File: config.mk
export PLATFORM = sky130hd
export DESIGN_NAME = ifu
export DESIGN_NICKNAME = d
export VERILOG_FILES = /design/src/rtl/mips_pkg.sv /design/src/rtl/ifu_npc.sv /design/src/rtl/ifu.sv
export SDC_FILE = /design/constraint.sdc
export NUM_CORES = 1
export LEC_CHECK = 0
export BUFFER_PORTS_ARGS = -buffer_cell sky130_fd_sc_hd__buf_2
export CELL_PAD_IN_SITES_DETAIL_PLACEMENT = 0
export CELL_PAD_IN_SITES_GLOBAL_PLACEMENT = 1
export CORE_ASPECT_RATIO = 1.2
export CORE_MARGIN = 4
export CORE_UTILIZATION = 47
export DETAILED_ROUTE_END_ITERATION = 6
export GPL_ROUTABILITY_DRIVEN = 0
export PLACE_DENSITY = 0.95
export SYNTH_ARGS = -nofsm -noshare
export SYNTH_HDL_FRONTEND = slang
export SYNTH_SLANG_ARGS = --single-unit
File: constraint.sdc
create_clock -name clk -period 11 [get_ports clk]
set_input_delay 1.1 -clock clk [delete_from_list [all_inputs] [get_ports clk]]
set_output_delay 1.1 -clock clk [all_outputs]
set_load 0.03 [all_outputs]
File: src/rtl/mips_pkg.sv
// Shared MIPS core definitions: next-PC select encodings, fetch defaults and
// the built-in instruction image that stands in for the default code file.
package mips_pkg;

  typedef enum logic [1:0] {
    NPC_SEQ = 2'b00,
    NPC_BR  = 2'b01,
    NPC_J   = 2'b10,
    NPC_JR  = 2'b11
  } npc_op_e;

  typedef enum logic {
    ST_RUN  = 1'b0,
    ST_HOLD = 1'b1
  } run_state_e;

  localparam logic [31:0] PC_RESET_DEF = 32'h0000_3000;
  localparam int          IM_WORDS_DEF = 1024;

  // Word 8 (PC_RESET + 0x20) holds a j to PC_RESET + 0x40; the rest is a
  // deterministic scramble so every fetched word is distinguishable.
  function automatic logic [31:0] im_image(input logic [31:0] idx);
    logic [31:0] w;
    if (idx == 32'd8) begin
      w = 32'h0800_0C10;
    end else begin
      w = ((idx + 32'd1) * 32'h9E37_79B9) ^ {idx[15:0], idx[31:16]};
    end
    return w;
  endfunction

endpackage

File: src/rtl/ifu_npc.sv
// Combinational next-PC generator: sequential, branch, jump and register-jump
// targets plus the pc+8 link value.
module npc
  import mips_pkg::*;
(
  input  logic [31:0] pc,
  input  logic [1:0]  npc_op,
  input  logic        branch_taken,
  input  logic [31:0] imm_shifted,
  input  logic [25:0] instr_index,
  input  logic [31:0] jr_target,
  output logic [31:0] next_pc,
  output logic [31:0] pc_plus8
);

  logic [31:0] seq;

  assign seq      = pc + 32'd4;
  assign pc_plus8 = pc + 32'd8;

  always_comb begin
    next_pc = seq;
    case (npc_op)
      NPC_BR:  if (branch_taken) next_pc = seq + imm_shifted;
      NPC_J:   next_pc = {seq[31:28], instr_index, 2'b00};
      // Misaligned register targets are silently word-aligned.
      NPC_JR:  next_pc = jr_target & ~32'd3;
      default: next_pc = seq;
    endcase
  end

endmodule

File: src/rtl/ifu.sv
// Instruction fetch unit: PC register, combinational instruction ROM,
// run/hold control and a free-running fetch counter.
module ifu
  import mips_pkg::*;
#(
  parameter logic [31:0] PC_RESET = PC_RESET_DEF,
  parameter int          IM_WORDS = IM_WORDS_DEF,
  parameter string       IM_INIT  = "code.txt"
) (
  input  logic        clk,
  input  logic        reset_n,
  input  logic        stall,
  input  logic [1:0]  npc_op,
  input  logic        branch_taken,
  input  logic [31:0] imm_shifted,
  input  logic [31:0] jr_target,
  output logic [31:0] pc,
  output logic [31:0] instr,
  output logic [31:0] pc_plus8,
  output logic [31:0] fetch_count
);

  localparam int AW        = $clog2(IM_WORDS);
  localparam bit HAS_IMAGE = (IM_INIT != "");

  logic [31:0] pc_p0;
  logic [31:0] count_p0;
  run_state_e  state_p0;
  run_state_e  state_d;
  logic        advance;
  logic [31:0] pc_off;
  logic [AW-1:0] rom_idx;
  logic [31:0] next_pc;

  // Index is relative to the reset PC and wraps with the ROM depth.
  assign pc_off  = pc_p0 - PC_RESET;
  assign rom_idx = AW'(pc_off >> 2);
  assign instr   = HAS_IMAGE ? im_image(32'(rom_idx)) : 32'd0;

  npc u_npc (
    .pc           (pc_p0),
    .npc_op       (npc_op),
    .branch_taken (branch_taken),
    .imm_shifted  (imm_shifted),
    .instr_index  (instr[25:0]),
    .jr_target    (jr_target),
    .next_pc      (next_pc),
    .pc_plus8     (pc_plus8)
  );

  always_comb begin
    state_d = state_p0;
    case (state_p0)
      ST_RUN:  if (stall)  state_d = ST_HOLD;
      ST_HOLD: if (!stall) state_d = ST_RUN;
      default: state_d = ST_RUN;
    endcase
  end

  assign advance = (state_d == ST_RUN);

  // p0: architectural fetch state
  always_ff @(posedge clk or negedge reset_n) begin
    if (!reset_n) begin
      pc_p0    <= PC_RESET;
      count_p0 <= 32'd0;
      state_p0 <= ST_RUN;
    end else begin
      state_p0 <= state_d;
      if (advance) begin
        pc_p0    <= next_pc;
        count_p0 <= count_p0 + 32'd1;
      end
    end
  end

  assign pc          = pc_p0;
  assign fetch_count = count_p0;

endmodule

==> results.yml, run 1 <==
status:
  status: "completed"
route:
  dr_pass1_iterations: 6
  detail_route.vias_per_cell: 5.854
  postRouteAntennaNets: 0
  num_vias: 10510
  detail_route.wl_per_cell_um: 20.43
  drt_iter0_markers: 885
  wl_um: 36670
  drc_errors: 0
floorplan:
  die_y_um: 176.8
  ioPinCount: 198
  placement_rows: 61
  dieWidth_um: 148.7
  die-area_um2: 26280
  fp.coreArea_um2: 23280
  initial_utilization_pct: 47.94
worst_setup_path:
  critical-path-max-stage-delay_ns: 0.90
  critPathSlowestCell: "sky130_fd_sc_hd__a2111oi_0"
  path_type_of_the_worst_setup_path: "reg -> out"
  worst_setup_path_end_kind: "output port"
  worst_ep_required_time_ns: 9.90
  timing.critical_path.max_delay_family: "adder cells"
  dominant_cell_type_by_count_on_the_critical_path: "sky130_fd_sc_hd__fa_1"
  critical_path_arrival_ns: 8.43
  critical_path_maximum_fanout: 11
  worst_setup_path_start_kind: "register"
  worst-path-buf-inv: 5
synth:
  synth_compound_gate_area_share_pct: 17.58
  synth-warning-count: 0
  postSynthNetCount: 1591
  yosysSeqAreaShare_pct: 14.37
  synth_xor_xnor_area_share_pct: 11.78
  yosysTopAreaCell: "sky130_fd_sc_hd__fa_1"
  synthCells: 1316
  synth_top_cell_area_share_pct: 16.32
  synth_fa_ha_area_share_pct: 29.11
  synth_flop_cell: "sky130_fd_sc_hd__dfrtp_1"
  postSynth.asyncResetShare_pct: 100.0
  largest_family_of_logic_cells_by_synthesized_area: "adder cells"
  ys_top_cells_by_area: "sky130_fd_sc_hd__fa_1 (16%), sky130_fd_sc_hd__dfrtp_1 (14%), sky130_fd_sc_hd__ha_1 (13%), sky130_fd_sc_hd__xnor2_1 (7.9%), sky130_fd_sc_hd__inv_1 (5.8%)"
  syn_area_per_cell_um2: 8.480
  yosys.cell_types.count: 82
  flip_flop_and_latch_count_after_synthesis: 64
  yosys-mux-area-fraction_pct: 0.9194
  synthesized_area_fraction_occupied_by_and_or_nand_nor_cells_pct: 17.00
  post_synth_instance_area_um2: 11160
  edff_count_synth: 0
clock_network:
  worst_setup_hold_path_clk_slew_ns: 0.06
  h-tree-depth: 3
  cts_repair_resize_count: 0
  cts_made_buffers: 9
  max-clock-path-buffers: 2
  holdBufCountCts: 0
  post_cts_buffers: 0
  root_buffer_selected_by_cts: "sky130_fd_sc_hd__clkbuf_16"
  clock_tree_from_tritoncts: "built"
  clkLatencyLatePin_ns: 0.33
  cts_num_sinks: 64
timing:
  max_freq_mhz: 105.0
  skew_ns: 0.009504
  timing.final.setup_violations: 0
  hold_vio_cnt_final: 0
  max_slew.worst_pin.slew_ns: 1.034
  rsz0062_at_grt: "false"
  maxSlewHeadroom_pct: 29.31
  final.min_clock_period_ns: 9.527
  setup-tns-final_ns: 0
  maxSlewViolCount: 0
  final_critical_path_share_of_the_clock_period_pct: 86.61
cells_and_area:
  finalNetCount: 1750
  drive_gt1_share_pct: 16.62
  num_antenna_cells: 0
  mostFrequentLayoutCell: "sky130_fd_sc_hd__buf_2"
  finish.instance_area_um2: 12560
  area_delta_synth_final_pct: 12.58
  final_cell_mix: "sky130_fd_sc_hd__buf_2 (195), sky130_fd_sc_hd__inv_1 (171), sky130_fd_sc_hd__ha_1 (114), sky130_fd_sc_hd__xnor2_1 (100), sky130_fd_sc_hd__nor2_1 (95)"
  ff_latch_area_um2: 1604
  multi_input_area_um2: 8532
  n_fill_cell: 2146
place:
  placed_cell_area_um2: 12230
  port_buffers: 195
  post-dp-hpwl_um: 29480
global_route:
  grtUsageTotal_pct: 27.55
  vias_in_the_first_global_route: 10620
  maximum_number_of_pins_on_one_net_before_global_route_repair: 65
  grt_antenna_before_repair: 0
  grt_first_pass_wirelength_um: 57240
  grt.overflow.total: 0
min_path:
  hold_path.class: "reg -> reg"
run:
  drv_cap: 0
## metal layers
| layer | global-route usage (%) | vias up | share of wire, % |
|---|---|---|---|
| met5 | 0 | - | 0 |
| met4 | 13.79 | 0 | 4.9 |
| met3 | 3.868 | 120 | 8.6 |
| met2 | 47.36 | 554 | 49 |
| met1 | 33.75 | 5001 | 38 |
| li1 | - | 4833 | - |
## cells by family (layout without fill, tap and decap cells)
kind of cell,count (synthesis),count (layout)
AND/OR/NAND/NOR,377,377
buffers and inverters,230,394
adder cells (fa/ha/maj),205,205
flip-flops,64,64
XOR/XNOR,148,148
multiplexers,10,10
AO/OA/AOI/OAI,282,282
## state kept, by name, summed over array words and instances (netlist names)
| name | cells |
|---|---|
| fetch_count | 32 |
| pc | 32 |
## worst register-to-register path: stages (launching register included)
cell,delay (ns)
sky130_fd_sc_hd__dfrtp_1,0.71
sky130_fd_sc_hd__ha_1,0.44
sky130_fd_sc_hd__and2_1,0.24
sky130_fd_sc_hd__nand2_1,0.10
sky130_fd_sc_hd__nor2_1,0.15
sky130_fd_sc_hd__nand3_1,0.11
sky130_fd_sc_hd__xnor2_1,0.53
sky130_fd_sc_hd__buf_4,0.29
sky130_fd_sc_hd__inv_1,0.06
sky130_fd_sc_hd__ha_1,0.29
sky130_fd_sc_hd__xnor2_1,0.22
sky130_fd_sc_hd__ha_1,0.28
sky130_fd_sc_hd__inv_1,0.11
sky130_fd_sc_hd__fa_1,0.46
sky130_fd_sc_hd__fa_1,0.54
sky130_fd_sc_hd__inv_1,0.05
sky130_fd_sc_hd__fa_1,0.47
sky130_fd_sc_hd__ha_1,0.39
sky130_fd_sc_hd__a21o_1,0.23
sky130_fd_sc_hd__a21o_1,0.18
sky130_fd_sc_hd__a2111oi_0,0.55
sky130_fd_sc_hd__o41a_1,0.28
sky130_fd_sc_hd__o31ai_4,0.10
sky130_fd_sc_hd__mux2i_1,0.43
sky130_fd_sc_hd__o32ai_2,0.16
sky130_fd_sc_hd__a221oi_2,0.29
## per-stage QoR
step,utilization [%],instances,hold slack (ns),setup WS [ns]
after floorplan,-,1316,0.5899,3.024
after global placement,52.56,1779,0.4579,2.016
after detailed placement,52.56,1779,0.4611,1.942
after CTS,53.97,1795,0.4718,1.555
after global routing,53.97,1795,0.4737,1.038
final,53.97,1795,0.4702,1.473
## cells in the mapped netlist, drive strengths merged, types with 4 or more instances
cell type  instances
a211oi             9
xnor2            102
nor3              24
a31oi              5
dfrtp             62
or3               11
clkbuf            41
inv              171
nor4               6
nand4             19
or2                6
buf               17
nand2b            10
and3              23
mux2i              8
a221oi            17
a22oi              4
nor2              95
o31ai              8
a21oi             69
o22ai              4
nand2             82
nor2b             10
and4               9
and2              15
xor2              46
o211ai             6
o21ai             49
nand3             55
a221o              9
a21o              43
o21a               9
o31a               6
o221ai             4
fa                91
o21bai             7
ha               114
## cell type report
class,count,share of cell area [%]
Clock inverter,6,0.7171
Sequential cell,64,12.77
Clock buffer,10,1.902
Inverter,172,5.139
Multi-Input combinational cell,1022,67.91
Tap cell,315,3.137
Timing Repair Buffer,206,8.425
## path summary, 6_finish.rpt
kind                                  from         endpoint  slack, ns  cells past startpoint
max                                  pc[3]        instr[31]       1.47                     25
min                        fetch_count[31]  fetch_count[31]       0.47                      1
max reg2reg                          pc[3]           pc[26]       3.26                     25
min reg2reg                fetch_count[31]  fetch_count[31]       0.47                      1
max in group asynchronous          reset_n            pc[9]       9.48                      2
min in group asynchronous          reset_n   fetch_count[6]       0.97                      2
Power of run 1 is left out: the tool's default activity adds up to more than one toggle a clock period on the data nets, which glitch-free logic cannot reach.
==> run 2, diff against run 1 <==
--- a/config.mk
+++ b/config.mk
@@ -10,10 +10,11 @@
 export CELL_PAD_IN_SITES_GLOBAL_PLACEMENT = 1
 export CORE_ASPECT_RATIO = 1.2
 export CORE_MARGIN = 4
-export CORE_UTILIZATION = 47
+export CORE_UTILIZATION = 48
 export DETAILED_ROUTE_END_ITERATION = 6
 export GPL_ROUTABILITY_DRIVEN = 0
 export PLACE_DENSITY = 0.95
 export SYNTH_ARGS = -nofsm -noshare
 export SYNTH_HDL_FRONTEND = slang
+export SYNTH_HIERARCHICAL = 1
 export SYNTH_SLANG_ARGS = --single-unit
==> results.yml, run 2 <==
status:
  status: "completed"
synth:
  ys_top_cells_by_count: "sky130_fd_sc_hd__inv_1 (173), sky130_fd_sc_hd__ha_1 (118), sky130_fd_sc_hd__xnor2_1 (103)"
  postSynthNetCount: 1600
  flip_flop_and_latch_count_after_synthesis: 64
  synth_top_cell_area_share_pct: 16.61
  synth_flop_cell: "sky130_fd_sc_hd__dfrtp_1"
  yosysSeqAreaShare_pct: 14.01
  yosys.cell_types.count: 85
  edff_count_synth: 0
  postSynth.asyncResetShare_pct: 100.0
  syn_area_per_cell_um2: 8.692
  synthMostInstantiatedCell: "sky130_fd_sc_hd__inv_1"
  ys_top_cells_by_area: "sky130_fd_sc_hd__fa_1 (17%), sky130_fd_sc_hd__dfrtp_1 (14%), sky130_fd_sc_hd__ha_1 (13%), sky130_fd_sc_hd__xnor2_1 (7.9%), sky130_fd_sc_hd__inv_1 (5.7%)"
  synthCells: 1317
  synth-warning-count: 6
  yosysTopAreaCell: "sky130_fd_sc_hd__fa_1"
  post_synth_instance_area_um2: 11450
place:
  post-dp-hpwl_um: 28940
  port_buffers: 195
worst_setup_path:
  worst_ep_required_time_ns: 9.90
  r2r_end: "pc[24]"
  critical_path_maximum_fanout: 17
  path_type_of_the_worst_setup_path: "reg -> out"
  slack_of_the_worst_reg_to_reg_path_ns: 2.90
  rr_startpoint: "pc[3]"
  critical_path_arrival_ns: 8.07
  reg2regPathDepth: 25
  worst_setup_path_start_kind: "register"
  worst_setup_path_end_kind: "output port"
timing:
  skew_ns: 0.005950
  hold_vio_cnt_final: 0
  setup-tns-final_ns: 0
  max_slew.worst_pin.slew_ns: 0.9691
  maxSlewHeadroom_pct: 35.39
  timing.final.setup_violations: 0
  max_freq_mhz: 109.1
  final_critical_path_share_of_the_clock_period_pct: 83.33
  maxSlewViolCount: 0
  rsz0062_at_grt: "false"
  final.min_clock_period_ns: 9.167
clock_network:
  worst_setup_hold_path_clk_slew_ns: 0.06
  holdBufCountCts: 0
  cts_num_sinks: 64
  post_cts_buffers: 0
  h-tree-depth: 3
  cts_made_buffers: 9
  clkLatencyLatePin_ns: 0.33
  max-clock-path-buffers: 2
  root_buffer_selected_by_cts: "sky130_fd_sc_hd__clkbuf_16"
  clock_tree_from_tritoncts: "built"
  cts_repair_resize_count: 0
route:
  drc_errors: 0
  route.met2.wl_um: 17670
  top_layer: "met5"
  num_vias: 10550
  wl_um: 36190
  dr_pass1_iterations: 6
  drt_iter0_markers: 738
  detail_route.wirelength.met1_um: 14080
  met3WireLength_um: 2778
  detail_route.wl_per_cell_um: 20.09
  detail_route.vias_per_cell: 5.857
  postRouteAntennaNets: 0
cells_and_area:
  drive_gt1_share_pct: 20.00
  final_cell_mix: "sky130_fd_sc_hd__buf_2 (195), sky130_fd_sc_hd__inv_1 (173), sky130_fd_sc_hd__ha_1 (118), sky130_fd_sc_hd__xnor2_1 (103), sky130_fd_sc_hd__nand2_1 (98)"
  mostFrequentLayoutCell: "sky130_fd_sc_hd__buf_2"
  area_delta_synth_final_pct: 12.79
  n_fill_cell: 2177
  finalNetCount: 1764
min_path:
  end_of_the_worst_hold_path: "fetch_count[31]"
  worstHoldPathCells: 1
  hold_start: "fetch_count[31]"
  hold_path.class: "reg -> reg"
global_route:
  grt_first_pass_wirelength_um: 56710
  grt_antenna_before_repair: 1
  maximum_number_of_pins_on_one_net_before_global_route_repair: 65
  grtUsageTotal_pct: 27.18
  vias_in_the_first_global_route: 10730
  grt.overflow.total: 0
floorplan:
  placement_rows: 61
  initial_utilization_pct: 49.01
  die-area_um2: 26390
  fp.coreArea_um2: 23350
  die_y_um: 177.2
  dieWidth_um: 149.0
  ioPinCount: 198
run:
  drv_cap: 0
## run 2: cell families after synthesis
family	synth area share (%)
adders and majority gates	29.51
DFF	14.01
and+or+nand+nor	15.61
xor gates and xnor gates	11.62
muxes	6.536
AOI/OAI and AO/OA	14.67
buffers and inverters	8.045
## run 2: area by class of cell
class                      count  area, um2  share of cell area, %
multi-input combinational   1030       8922                  69.11
sequential                    64       1604                  12.42
timing repair buffer         201       1021                  7.908
inverter                     175      656.9                  5.088
tap                          315      394.1                  3.053
clock buffer                   9      225.2                  1.744
clock inverter                 6      85.08                 0.6590
antenna                        1      2.502                0.01938
## run 2: through the flow
| step | area (um2) | utilization [%] | hold WS [ns] | std cells | worst slack (ns) |
|---|---|---|---|---|---|
| after floorplan | 11450 | - | 0.6527 | 1317 | 2.914 |
| after global placement | 12600 | 53.94 | 0.4561 | 1785 | 2.361 |
| after detailed placement | 12600 | 53.94 | 0.4616 | 1785 | 2.267 |
| after CTS | 12910 | 55.27 | 0.4692 | 1800 | 1.893 |
| after global routing | 12910 | 55.27 | 0.4983 | 1800 | 1.340 |
| final | 12910 | 55.28 | 0.4667 | 1801 | 1.833 |
## run 2: worst max-delay path by stage
stage                from         to  slack, ns  depth (start not counted)
floorplan           pc[2]  instr[30]       2.91                         21
global placement    pc[3]  instr[25]       2.36                         22
detailed placement  pc[3]  instr[22]       2.27                         22
CTS                 pc[3]  instr[22]       1.89                         22
global route        pc[3]  instr[22]       1.34                         22
finish              pc[3]  instr[25]       1.83                         22
## run 2: metal layers
layer | vias up | global-route usage, %
met5 | - | 0
met4 | 2 | 12.13
li1 | 4843 | -
met1 | 5096 | 33.79
met3 | 107 | 5.123
met2 | 500 | 45.88
## run 2: critical path: stages, from the launching register on
cell and delay [ns]:
sky130_fd_sc_hd__dfrtp_1 0.79, sky130_fd_sc_hd__ha_1 0.34, sky130_fd_sc_hd__nand2_1 0.07, sky130_fd_sc_hd__nor2_1 0.18, sky130_fd_sc_hd__and3_1 0.19, sky130_fd_sc_hd__xor2_1 0.69, sky130_fd_sc_hd__inv_1 0.13, sky130_fd_sc_hd__fa_1 0.52
sky130_fd_sc_hd__fa_1 0.64, sky130_fd_sc_hd__inv_1 0.10, sky130_fd_sc_hd__fa_1 0.53, sky130_fd_sc_hd__inv_1 0.05, sky130_fd_sc_hd__fa_1 0.51, sky130_fd_sc_hd__fa_1 0.51, sky130_fd_sc_hd__inv_1 0.04, sky130_fd_sc_hd__ha_1 0.39
sky130_fd_sc_hd__a21oi_1 0.15, sky130_fd_sc_hd__o21ai_0 0.13, sky130_fd_sc_hd__a21oi_1 0.52, sky130_fd_sc_hd__a21oi_1 0.16, sky130_fd_sc_hd__or4_1 0.53, sky130_fd_sc_hd__nand2_1 0.26, sky130_fd_sc_hd__buf_2 0.27
Power of run 2 is left out for the same reason.
==> run 3, diff against run 2 <==
--- a/config.mk
+++ b/config.mk
@@ -10,10 +10,10 @@
 export CELL_PAD_IN_SITES_GLOBAL_PLACEMENT = 1
 export CORE_ASPECT_RATIO = 1.2
 export CORE_MARGIN = 4
-export CORE_UTILIZATION = 48
+export CORE_UTILIZATION = 40
 export DETAILED_ROUTE_END_ITERATION = 6
 export GPL_ROUTABILITY_DRIVEN = 0
-export PLACE_DENSITY = 0.95
+export PLACE_DENSITY = 0.91
 export SYNTH_ARGS = -nofsm -noshare
 export SYNTH_HDL_FRONTEND = slang
 export SYNTH_HIERARCHICAL = 1
==> constraint.sdc (replaced) <==
create_clock -name clk -period 8.07 [get_ports clk]
set_input_delay 0.807 -clock clk [delete_from_list [all_inputs] [get_ports clk]]
set_output_delay 0.807 -clock clk [all_outputs]
set_load 0.03 [all_outputs]
==> results.yml, run 3 (same netlist as run 2, synthesis figures left out) <==
status:
  status: "completed"
global_route:
  vias_in_the_first_global_route: 10940
  grtUsageTotal_pct: 23.18
  grt.overflow.total: 0
  grt_first_pass_wirelength_um: 58190
  grt_antenna_before_repair: 2
  maximum_number_of_pins_on_one_net_before_global_route_repair: 65
timing:
  rsz0062_at_grt: "false"
  fin_worst_hold_slack_ns: 0.4894
  hold_vio_cnt_final: 0
  skew_ns: 0.01259
  setup-tns-final_ns: 0
  timing.final.setup_violations: 0
  maxSlewViolCount: 0
  final.min_clock_period_ns: 7.801
  maxSlewHeadroom_pct: 36.83
  max_freq_mhz: 128.2
  max_slew.worst_pin.slew_ns: 0.9476
  final_critical_path_share_of_the_clock_period_pct: 96.66
floorplan:
  dieWidth_um: 162.4
  placement_rows: 67
  initial_utilization_pct: 40.76
  fp.coreArea_um2: 28080
  ioPinCount: 198
  die_y_um: 193.3
  die-area_um2: 31400
clock_network:
  max-clock-path-buffers: 2
  h-tree-depth: 3
  root_buffer_selected_by_cts: "sky130_fd_sc_hd__clkbuf_16"
  clock_tree_from_tritoncts: "built"
  post_cts_buffers: 0
  cts_made_buffers: 9
  worst_setup_hold_path_clk_slew_ns: 0.05
  holdBufCountCts: 0
  cts_num_sinks: 64
  clkLatencyLatePin_ns: 0.35
route:
  postRouteAntennaNets: 0
  wl_um: 37230
  drt_iter0_markers: 816
  detail_route.wl_per_cell_um: 19.78
  dr_pass1_iterations: 5
  drc_errors: 0
  num_vias: 10650
  detail_route.vias_per_cell: 5.659
worst_setup_path:
  worst_setup_path_start_kind: "register"
  r2r_end: "pc[26]"
  crit_start: "pc[3]"
  slack_of_the_worst_reg_to_reg_path_ns: 0.98
  path_type_of_the_worst_setup_path: "reg -> out"
  critical_path_maximum_fanout: 9
  rr_startpoint: "pc[3]"
  critical_path_arrival_ns: 6.99
  critical_path.endpoint: "instr[25]"
  reg2regPathDepth: 23
  worst_setup_path_end_kind: "output port"
  worst_ep_required_time_ns: 7.26
place:
  numPlacedInstances: 1867
  placed_cell_area_um2: 12810
  post-dp-hpwl_um: 30030
  port_buffers: 195
cells_and_area:
  drive_gt1_share_pct: 21.29
  num_antenna_cells: 0
  stdcell_count: 1882
  final_cell_mix: "sky130_fd_sc_hd__buf_2 (195), sky130_fd_sc_hd__inv_1 (173), sky130_fd_sc_hd__ha_1 (118), sky130_fd_sc_hd__xnor2_1 (103), sky130_fd_sc_hd__nand2_1 (98)"
  finish.instance_area_um2: 13170
  multi_input_area_um2: 8944
  finalNetCount: 1782
  area_delta_synth_final_pct: 15.05
  ff_latch_area_um2: 1605
  n_fill_cell: 2692
  mostFrequentLayoutCell: "sky130_fd_sc_hd__buf_2"
min_path:
  hold_path.class: "reg -> reg"
run:
  drv_cap: 0
run 3: metrics by stage:
step | util (%) | setup slack (ns)
floorplan | - | 0.2768
global placement | 45.63 | 0.5626
detailed placement | 45.63 | 0.5178
CTS | 46.82 | 0.1177
global route | 46.90 | 0.02279
finish | 46.90 | 0.2694
run 3: layout make-up:
| type | instances | share of cell area, % |
|---|---|---|
| Tap cell | 379 | 3.601 |
| Multi-Input combinational cell | 1030 | 67.91 |
| Clock buffer | 9 | 1.710 |
| Clock inverter | 6 | 0.8265 |
| Sequential cell | 64 | 12.19 |
| Inverter | 175 | 4.988 |
| Timing Repair Buffer | 219 | 8.778 |
run 3: critical path, stage by stage, from the launching register on:
cell	delay [ns]
sky130_fd_sc_hd__dfrtp_2	0.47
sky130_fd_sc_hd__nand2_1	0.20
sky130_fd_sc_hd__nor2_1	0.25
sky130_fd_sc_hd__xor2_1	0.18
sky130_fd_sc_hd__buf_4	0.19
sky130_fd_sc_hd__inv_1	0.09
sky130_fd_sc_hd__fa_1	0.54
sky130_fd_sc_hd__fa_1	0.54
sky130_fd_sc_hd__inv_1	0.09
sky130_fd_sc_hd__fa_1	0.56
sky130_fd_sc_hd__inv_1	0.06
sky130_fd_sc_hd__fa_1	0.44
sky130_fd_sc_hd__fa_1	0.56
sky130_fd_sc_hd__inv_1	0.05
sky130_fd_sc_hd__ha_1	0.38
sky130_fd_sc_hd__a21o_1	0.23
sky130_fd_sc_hd__a41oi_1	0.25
sky130_fd_sc_hd__a211o_1	0.34
sky130_fd_sc_hd__a21oi_1	0.13
sky130_fd_sc_hd__or4_1	0.52
sky130_fd_sc_hd__nand2_1	0.30
sky130_fd_sc_hd__buf_2	0.28
run 3: what timing repair did:
action                     in CTS  in global routing
setup endpoints to repair       0                  7
hold endpoints to repair        0                  0
gates resized for setup         0                  7
run 3: worst min-delay path by stage:
stage / start / to / slack [ns] / depth (start not counted)
2_1_floorplan: reset_n / fetch_count[0] / 0.51 / 0
3_3_place_gp: fetch_count[31] / fetch_count[31] / 0.46 / 1
3_5_place_dp: fetch_count[31] / fetch_count[31] / 0.48 / 1
4_1_cts: fetch_count[31] / fetch_count[31] / 0.48 / 1
5_1_grt: fetch_count[13] / fetch_count[13] / 0.51 / 1
6_report: fetch_count[13] / fetch_count[13] / 0.49 / 1
run 3: per-layer routing:
layer	share of wire (%)	global-route usage (%)
met5	0.051	0
met1	37	27.47
met4	5.5	11.91
met3	8.2	4.513
met2	49	39.66
Power of run 3 is left out for the same reason.
